File: config.mk
export PLATFORM = sky130hd
export DESIGN_NAME = frame_sync_flat
export DESIGN_NICKNAME = d
export VERILOG_FILES = /design/src/rtl/frame_sync_if.sv /design/src/rtl/frame_sync.sv /design/src/flat_wrapper.sv
export SDC_FILE = /design/constraint.sdc
export NUM_CORES = 1
export LEC_CHECK = 0
export CORE_UTILIZATION = 30
export DETAILED_ROUTE_END_ITERATION = 16
export GPL_TIMING_DRIVEN = 0
export PLACE_DENSITY_LB_ADDON = 0.2
export SLEW_MARGIN = 30
export SYNTH_ARGS = -nofsm -noshare
export SYNTH_HDL_FRONTEND = slang
export SYNTH_SLANG_ARGS = --single-unit
File: constraint.sdc
create_clock -name sys_clk -period 3.2 [get_ports sys_clk]
set_clock_uncertainty 0.2 [all_clocks]
set_input_delay 0.32 -clock sys_clk [delete_from_list [all_inputs] [get_ports sys_clk]]
set_output_delay 0.32 -clock sys_clk [all_outputs]
set_load 0.05 [all_outputs]
File: src/rtl/frame_sync_if.sv
// -----------------------------------------------------------------------------
// frame_sync_if
// Groups the bit-level input stream and the byte/status outputs of the frame
// synchronizer into one bundle.
//
//   bit_in        serial data bit from the decoder
//   bit_valid     bit_in qualifier; the synchronizer samples only when high
//   data_out      last assembled payload byte, MSB = first received bit
//   data_valid    one-cycle pulse, data_out is new
//   frame_start   accompanies data_valid on byte 0 of each frame
//   locked        frame alignment confirmed
//   sync_err_cnt  saturating count of bad sync words seen while locked
//
// Modports:
//   master  bit source / status consumer (decoder side, testbench)
//   slave   the synchronizer itself
// -----------------------------------------------------------------------------
interface frame_sync_if;
    logic       bit_in;
    logic       bit_valid;
    logic [7:0] data_out;
    logic       data_valid;
    logic       frame_start;
    logic       locked;
    logic [7:0] sync_err_cnt;

    modport master (
        output bit_in,
        output bit_valid,
        input  data_out,
        input  data_valid,
        input  frame_start,
        input  locked,
        input  sync_err_cnt
    );

    modport slave (
        input  bit_in,
        input  bit_valid,
        output data_out,
        output data_valid,
        output frame_start,
        output locked,
        output sync_err_cnt
    );
endinterface

File: src/rtl/frame_sync.sv
// -----------------------------------------------------------------------------
// frame_sync
// Serial frame synchronizer. Hunts for SYNC_WORD in the valid-qualified bit
// stream, confirms alignment over LOCK_CNT consecutive frames, then emits the
// payload bytes of every frame. While locked, up to MISS_CNT-1 consecutive bad
// sync words are tolerated (flywheel); each bad sync while locked is counted.
//
// Frame: 8 sync bits followed by PAYLOAD_BYTES*8 payload bits, MSB first.
//
// Ports:
//   sys_clk  system clock, rising edge
//   reset    asynchronous, active-low reset
//   fs       frame_sync_if.slave: bit_in/bit_valid in; data_out, data_valid,
//            frame_start, locked, sync_err_cnt out (all registered)
// -----------------------------------------------------------------------------
module frame_sync #(
    parameter logic [7:0] SYNC_WORD     = 8'hB8,
    parameter int         PAYLOAD_BYTES = 4,
    parameter int         LOCK_CNT      = 2,
    parameter int         MISS_CNT      = 2
) (
    input  logic        sys_clk,
    input  logic        reset,
    frame_sync_if.slave fs
);
    localparam logic [7:0] FRAME_BITS   = 8'(8 + 8 * PAYLOAD_BYTES);
    localparam logic [7:0] PAYLOAD_BITS = 8'(8 * PAYLOAD_BYTES);
    localparam logic [2:0] LOCK_TGT     = 3'(LOCK_CNT);
    localparam logic [2:0] MISS_TGT     = 3'(MISS_CNT);

    typedef enum logic [1:0] {HUNT, VERIFY, LOCKED} state_t;

    state_t     state, state_n;
    logic [7:0] sr, sr_n;
    logic [3:0] fill, fill_n;
    logic [7:0] bit_cnt, bit_cnt_n, bit_cnt_inc;
    logic [2:0] hit_cnt, hit_n;
    logic [2:0] miss_cnt, miss_n;
    logic [7:0] err_cnt, err_n;
    logic [7:0] dout, dout_n;
    logic       dv, dv_n;
    logic       fst, fst_n;
    logic       lk, lk_n;
    logic       sync_hit;

    function automatic logic [7:0] sat_inc8(input logic [7:0] v);
        return (v == 8'hFF) ? v : v + 8'd1;
    endfunction

    always_ff @(posedge sys_clk or negedge reset) begin
        if (!reset) begin
            state    <= HUNT;
            sr       <= '0;
            fill     <= '0;
            bit_cnt  <= '0;
            hit_cnt  <= '0;
            miss_cnt <= '0;
            err_cnt  <= '0;
            dout     <= '0;
            dv       <= 1'b0;
            fst      <= 1'b0;
            lk       <= 1'b0;
        end else begin
            state    <= state_n;
            sr       <= sr_n;
            fill     <= fill_n;
            bit_cnt  <= bit_cnt_n;
            hit_cnt  <= hit_n;
            miss_cnt <= miss_n;
            err_cnt  <= err_n;
            dout     <= dout_n;
            dv       <= dv_n;
            fst      <= fst_n;
            lk       <= lk_n;
        end
    end

    always_comb begin
        state_n     = state;
        sr_n        = sr;
        fill_n      = fill;
        bit_cnt_n   = bit_cnt;
        hit_n       = hit_cnt;
        miss_n      = miss_cnt;
        err_n       = err_cnt;
        dout_n      = dout;
        dv_n        = 1'b0;
        fst_n       = 1'b0;
        bit_cnt_inc = bit_cnt + 8'd1;
        sync_hit    = 1'b0;

        if (fs.bit_valid) begin
            sr_n = {sr[6:0], fs.bit_in};
            if (fill != 4'd8) fill_n = fill + 4'd1;
            sync_hit = (sr_n == SYNC_WORD);

            case (state)
                HUNT: begin
                    // Only a full window of real bits may match.
                    if (fill_n == 4'd8 && sync_hit) begin
                        bit_cnt_n = '0;
                        hit_n     = 3'd1;
                        miss_n    = '0;
                        state_n   = (LOCK_CNT == 1) ? LOCKED : VERIFY;
                    end
                end

                VERIFY: begin
                    bit_cnt_n = bit_cnt_inc;
                    if (bit_cnt_inc == FRAME_BITS) begin
                        bit_cnt_n = '0;
                        if (sync_hit) begin
                            hit_n = hit_cnt + 3'd1;
                            if (hit_n == LOCK_TGT) begin
                                state_n = LOCKED;
                                miss_n  = '0;
                            end
                        end else begin
                            // The failing window is not re-tested; HUNT
                            // resumes with the next bit.
                            state_n = HUNT;
                        end
                    end
                end

                LOCKED: begin
                    bit_cnt_n = bit_cnt_inc;
                    if (bit_cnt_inc <= PAYLOAD_BITS && bit_cnt_inc[2:0] == 3'd0) begin
                        dout_n = sr_n;
                        dv_n   = 1'b1;
                        fst_n  = (bit_cnt_inc == 8'd8);
                    end
                    if (bit_cnt_inc == FRAME_BITS) begin
                        // Alignment is kept on a bad sync (flywheel) until
                        // MISS_CNT consecutive misses.
                        bit_cnt_n = '0;
                        if (sync_hit) begin
                            miss_n = '0;
                        end else begin
                            err_n  = sat_inc8(err_cnt);
                            miss_n = miss_cnt + 3'd1;
                            if (miss_n == MISS_TGT) state_n = HUNT;
                        end
                    end
                end

                default: state_n = HUNT;
            endcase
        end

        lk_n = (state_n == LOCKED);
    end

    assign fs.data_out     = dout;
    assign fs.data_valid   = dv;
    assign fs.frame_start  = fst;
    assign fs.locked       = lk;
    assign fs.sync_err_cnt = err_cnt;
endmodule

File: src/flat_wrapper.sv
// flat-port wrapper written by rule: the top's interface ports become plain ports
module frame_sync_flat 
#(
    parameter logic [7:0] SYNC_WORD     = 8'hB8,
    parameter int         PAYLOAD_BYTES = 4,
    parameter int         LOCK_CNT      = 2,
    parameter int         MISS_CNT      = 2
)
  (sys_clk, reset, fs_bit_in, fs_bit_valid, fs_data_out, fs_data_valid, fs_frame_start, fs_locked, fs_sync_err_cnt);
  frame_sync_if fs_i ();
  input  logic sys_clk;
  input  logic reset;
  input wire logic [$bits(fs_i.bit_in)-1:0] fs_bit_in;
  input wire logic [$bits(fs_i.bit_valid)-1:0] fs_bit_valid;
  output wire logic [$bits(fs_i.data_out)-1:0] fs_data_out;
  output wire logic [$bits(fs_i.data_valid)-1:0] fs_data_valid;
  output wire logic [$bits(fs_i.frame_start)-1:0] fs_frame_start;
  output wire logic [$bits(fs_i.locked)-1:0] fs_locked;
  output wire logic [$bits(fs_i.sync_err_cnt)-1:0] fs_sync_err_cnt;
  assign fs_i.bit_in = fs_bit_in;
  assign fs_i.bit_valid = fs_bit_valid;
  assign fs_data_out = fs_i.data_out;
  assign fs_data_valid = fs_i.data_valid;
  assign fs_frame_start = fs_i.frame_start;
  assign fs_locked = fs_i.locked;
  assign fs_sync_err_cnt = fs_i.sync_err_cnt;
  frame_sync #(.SYNC_WORD(SYNC_WORD), .PAYLOAD_BYTES(PAYLOAD_BYTES), .LOCK_CNT(LOCK_CNT), .MISS_CNT(MISS_CNT)) u_core (.sys_clk(sys_clk), .reset(reset), .fs(fs_i));
endmodule
==> impl_metrics.yaml <==
finish:
  utilization: 0.371
  fin_nets: 293
  syn_to_final_growth_pct: 19.1
  fin_area_um2: 3080
  n_antenna_cell: 0
  drive_gt1_frac: 0.155
critical_path:
  crit_fanout: 10
  worstPathArrival_ns: 3.00
  worstSetupEndpointType: "register"
  worst_ep_required_time_ns: 3.19
  critPathKind: "reg2reg"
  startpoint_type: "register"
timing:
  setup-violations-final: 0
  worstMarginPinSlew_ns: 0.623
  hold_viol: 0
  slew_violations: 0
  period_minus_slack_ns: 3.01
  whs_ns: 0.304
  final.setup.tns_ns: 0
  slew_headroom: 0.585
  rsz0062_at_grt: "no"
  max_freq_mhz: 333
  finalCritPeriodShare: 0.940
synth:
  yosysTopAreaCell: "dfrtp_1"
  synth_top_area_frac: 0.445
  synth_area_leaders: "dfrtp_1 (44%), mux2_2 (8.7%), ha_1 (6.3%)"
  synth_cell_types: 57
  synth_common_cells: "dfrtp_1 (46), nand2_1 (22), mux2_2 (20)"
  synth_compound_area_frac: 0.137
  muxShareOfSynthArea: 0.0909
  ys_seq_area_frac: 0.445
  synth_xor_area_frac: 0.0474
  synth_nets: 263
  synth_top_family_by_area: "simple AND/OR/NAND/NOR gates"
  synth_fa_ha_area_frac: 0.0629
  netlist_instances: 246
  yosysWarnings: 0
  post-synth-top-count-cell: "dfrtp_1"
  async_flop_share: 1.00
  netlist_area_um2: 2590
  syn_area_per_cell_um2: 10.5
  synth-seq-cells: 46
  synth_edf_count: 0
  ys.flop_type: "dfrtp_1"
  synth-simple-area-share: 0.177
drt:
  drcViolationCount: 0
  drtPass1Iterations: 4
  met1_length_um: 2600
  post_drt_wl_per_cell_um: 13.8
  num_vias: 1922
  postRouteAntennaNets: 0
  route.met3.wl_um: 234
  met2_length_um: 2400
  wirelength_um: 5270
  top_layer: "met4"
  drtIter0Drc: 113
  vias_per_cell: 5.03
global_route:
  antenna_found_initial: 0
  overflow: 0
  grt_pass1_vias: 1882
  grt_first_pass_wirelength_um: 9020
  track_usage: 0.128
  grt_max_degree: 47
die:
  rows: 33
  initial_core_util: 0.312
  die_h_um: 94.9
  fp.dieW_um: 94.9
  die_area_um2: 9000
  io_pins: 23
  core_um2: 8300
placement:
  gp_congestion: 0.722
  dpl.hpwl_um: 3670
  place_area_um2: 2950
  port-buffer-count: 21
cts:
  cts_htree_levels: 2
  cts_tree: "done"
  root_buffer: "clkbuf_8"
  clk_pin_slew_ns: 0.09
  cts_resized: 0
  cts_buffers: 5
  clock_sinks: 46
  cts_buffer_depth: 2
  clk_latency_ns: 0.30
  postCtsSetupBuffers: 0
power_and_ir_drop:
  p_per_area_nw_per_um2: 661
  leakagePower_uw: 0.00132
  ir_worst_vdd_v: 0.000388
  total_power_uw: 2040
outcome:
  status: "completed"
worst_hold_path:
  hold_path_class: "reg2reg"
run:
  drv_cap: 0
==> flip-flops by register name, indices dropped and copies added (netlist names) <==
register,cells
u_core.fs.frame_start,1
u_core.bit_cnt,8
u_core.state,2
u_core.fill,4
u_core.miss_cnt,3
u_core.sr,7
u_core.hit_cnt,3
u_core.fs.locked,1
u_core.fs.sync_err_cnt,8
u_core.fs.data_out,8
u_core.fs.data_valid,1
==> final cells by class <==
cell class / instances / area, µm²
Fill cell: 841 / 5220
Multi-Input combinational cell: 178 / 1330
Sequential cell: 46 / 1150
Timing Repair Buffer: 23 / 245
Tap cell: 105 / 131
Clock buffer: 5 / 68.8
Buffer: 9 / 53.8
Clock inverter: 3 / 48.8
Inverter: 13 / 48.8
==> cell usage in the layout, fill, tap and decap left out, types with 6 or more instances in the layout <==
cell / n
nor3_1: 6
inv_1: 13
dfrtp_1: 46
nand3_1: 11
nand2_1: 22
mux2_2: 20
o21ai_0: 12
ha_1: 13
xor2_1: 8
clkdlybuf4s50_1: 20
a21oi_1: 6
nor2_1: 9
xnor2_1: 6
==> where the power goes <==
group,switching (µW),internal [µW]
Sequential,124,712
Combinational,426,320
Clock,217,238
==> worst max-delay path, stage by stage (launching register included) <==
cell and delay, ns:
dfrtp_1 0.47, ha_1 0.23, buf_4 0.16, a31oi_1 0.17
nor3b_1 0.26, o211ai_2 0.23, or3b_4 0.47, a21oi_4 0.33
mux2_2 0.38
==> layer usage <==
| metal | track usage | up-vias |
|---|---|---|
| met1 | 0.173 | 924 |
| li1 | - | 960 |
| met2 | 0.204 | 36 |
| met5 | 0 | - |
| met3 | 0.0298 | 2 |
| met4 | 0.0379 | 0 |
==> logic make-up after synthesis <==
kind of cell	Yosys count
mux	21
flops	46
fa+ha+maj	13
simple gates	83
compound gates	47
buf+inv	22
xor+xnor	14
==> through the flow <==
stage / std cells / setup WS [ns]
global route: 382 / 0.00791
floorplan: 246 / 0.497
detailed placement: 373 / 0.0508
finish: 382 / 0.193
CTS: 382 / 0.158
global placement: 372 / 0.0559
==> path summary, 6_finish.rpt <==
path                                            from                        end  slack, ns  cells past startpoint
max in group asynchronous                      reset             u_core.fill[1]       2.26                      3
min                        u_core.fs.sync_err_cnt[6]  u_core.fs.sync_err_cnt[6]       0.30                      1
max reg2reg                        u_core.bit_cnt[0]      u_core.fs.data_out[6]       0.19                      8
max                                u_core.bit_cnt[0]      u_core.fs.data_out[6]       0.19                      8
min reg2reg                u_core.fs.sync_err_cnt[6]  u_core.fs.sync_err_cnt[6]       0.30                      1
min in group asynchronous                      reset  u_core.fs.sync_err_cnt[4]       0.32                      3
==> what timing repair did <==
item	in CTS	in global routing
endpoints found under the setup margin	0	3
hold buffers	1	0
hold endpoints to repair	46	0
(Power assumes the default switching activity.)
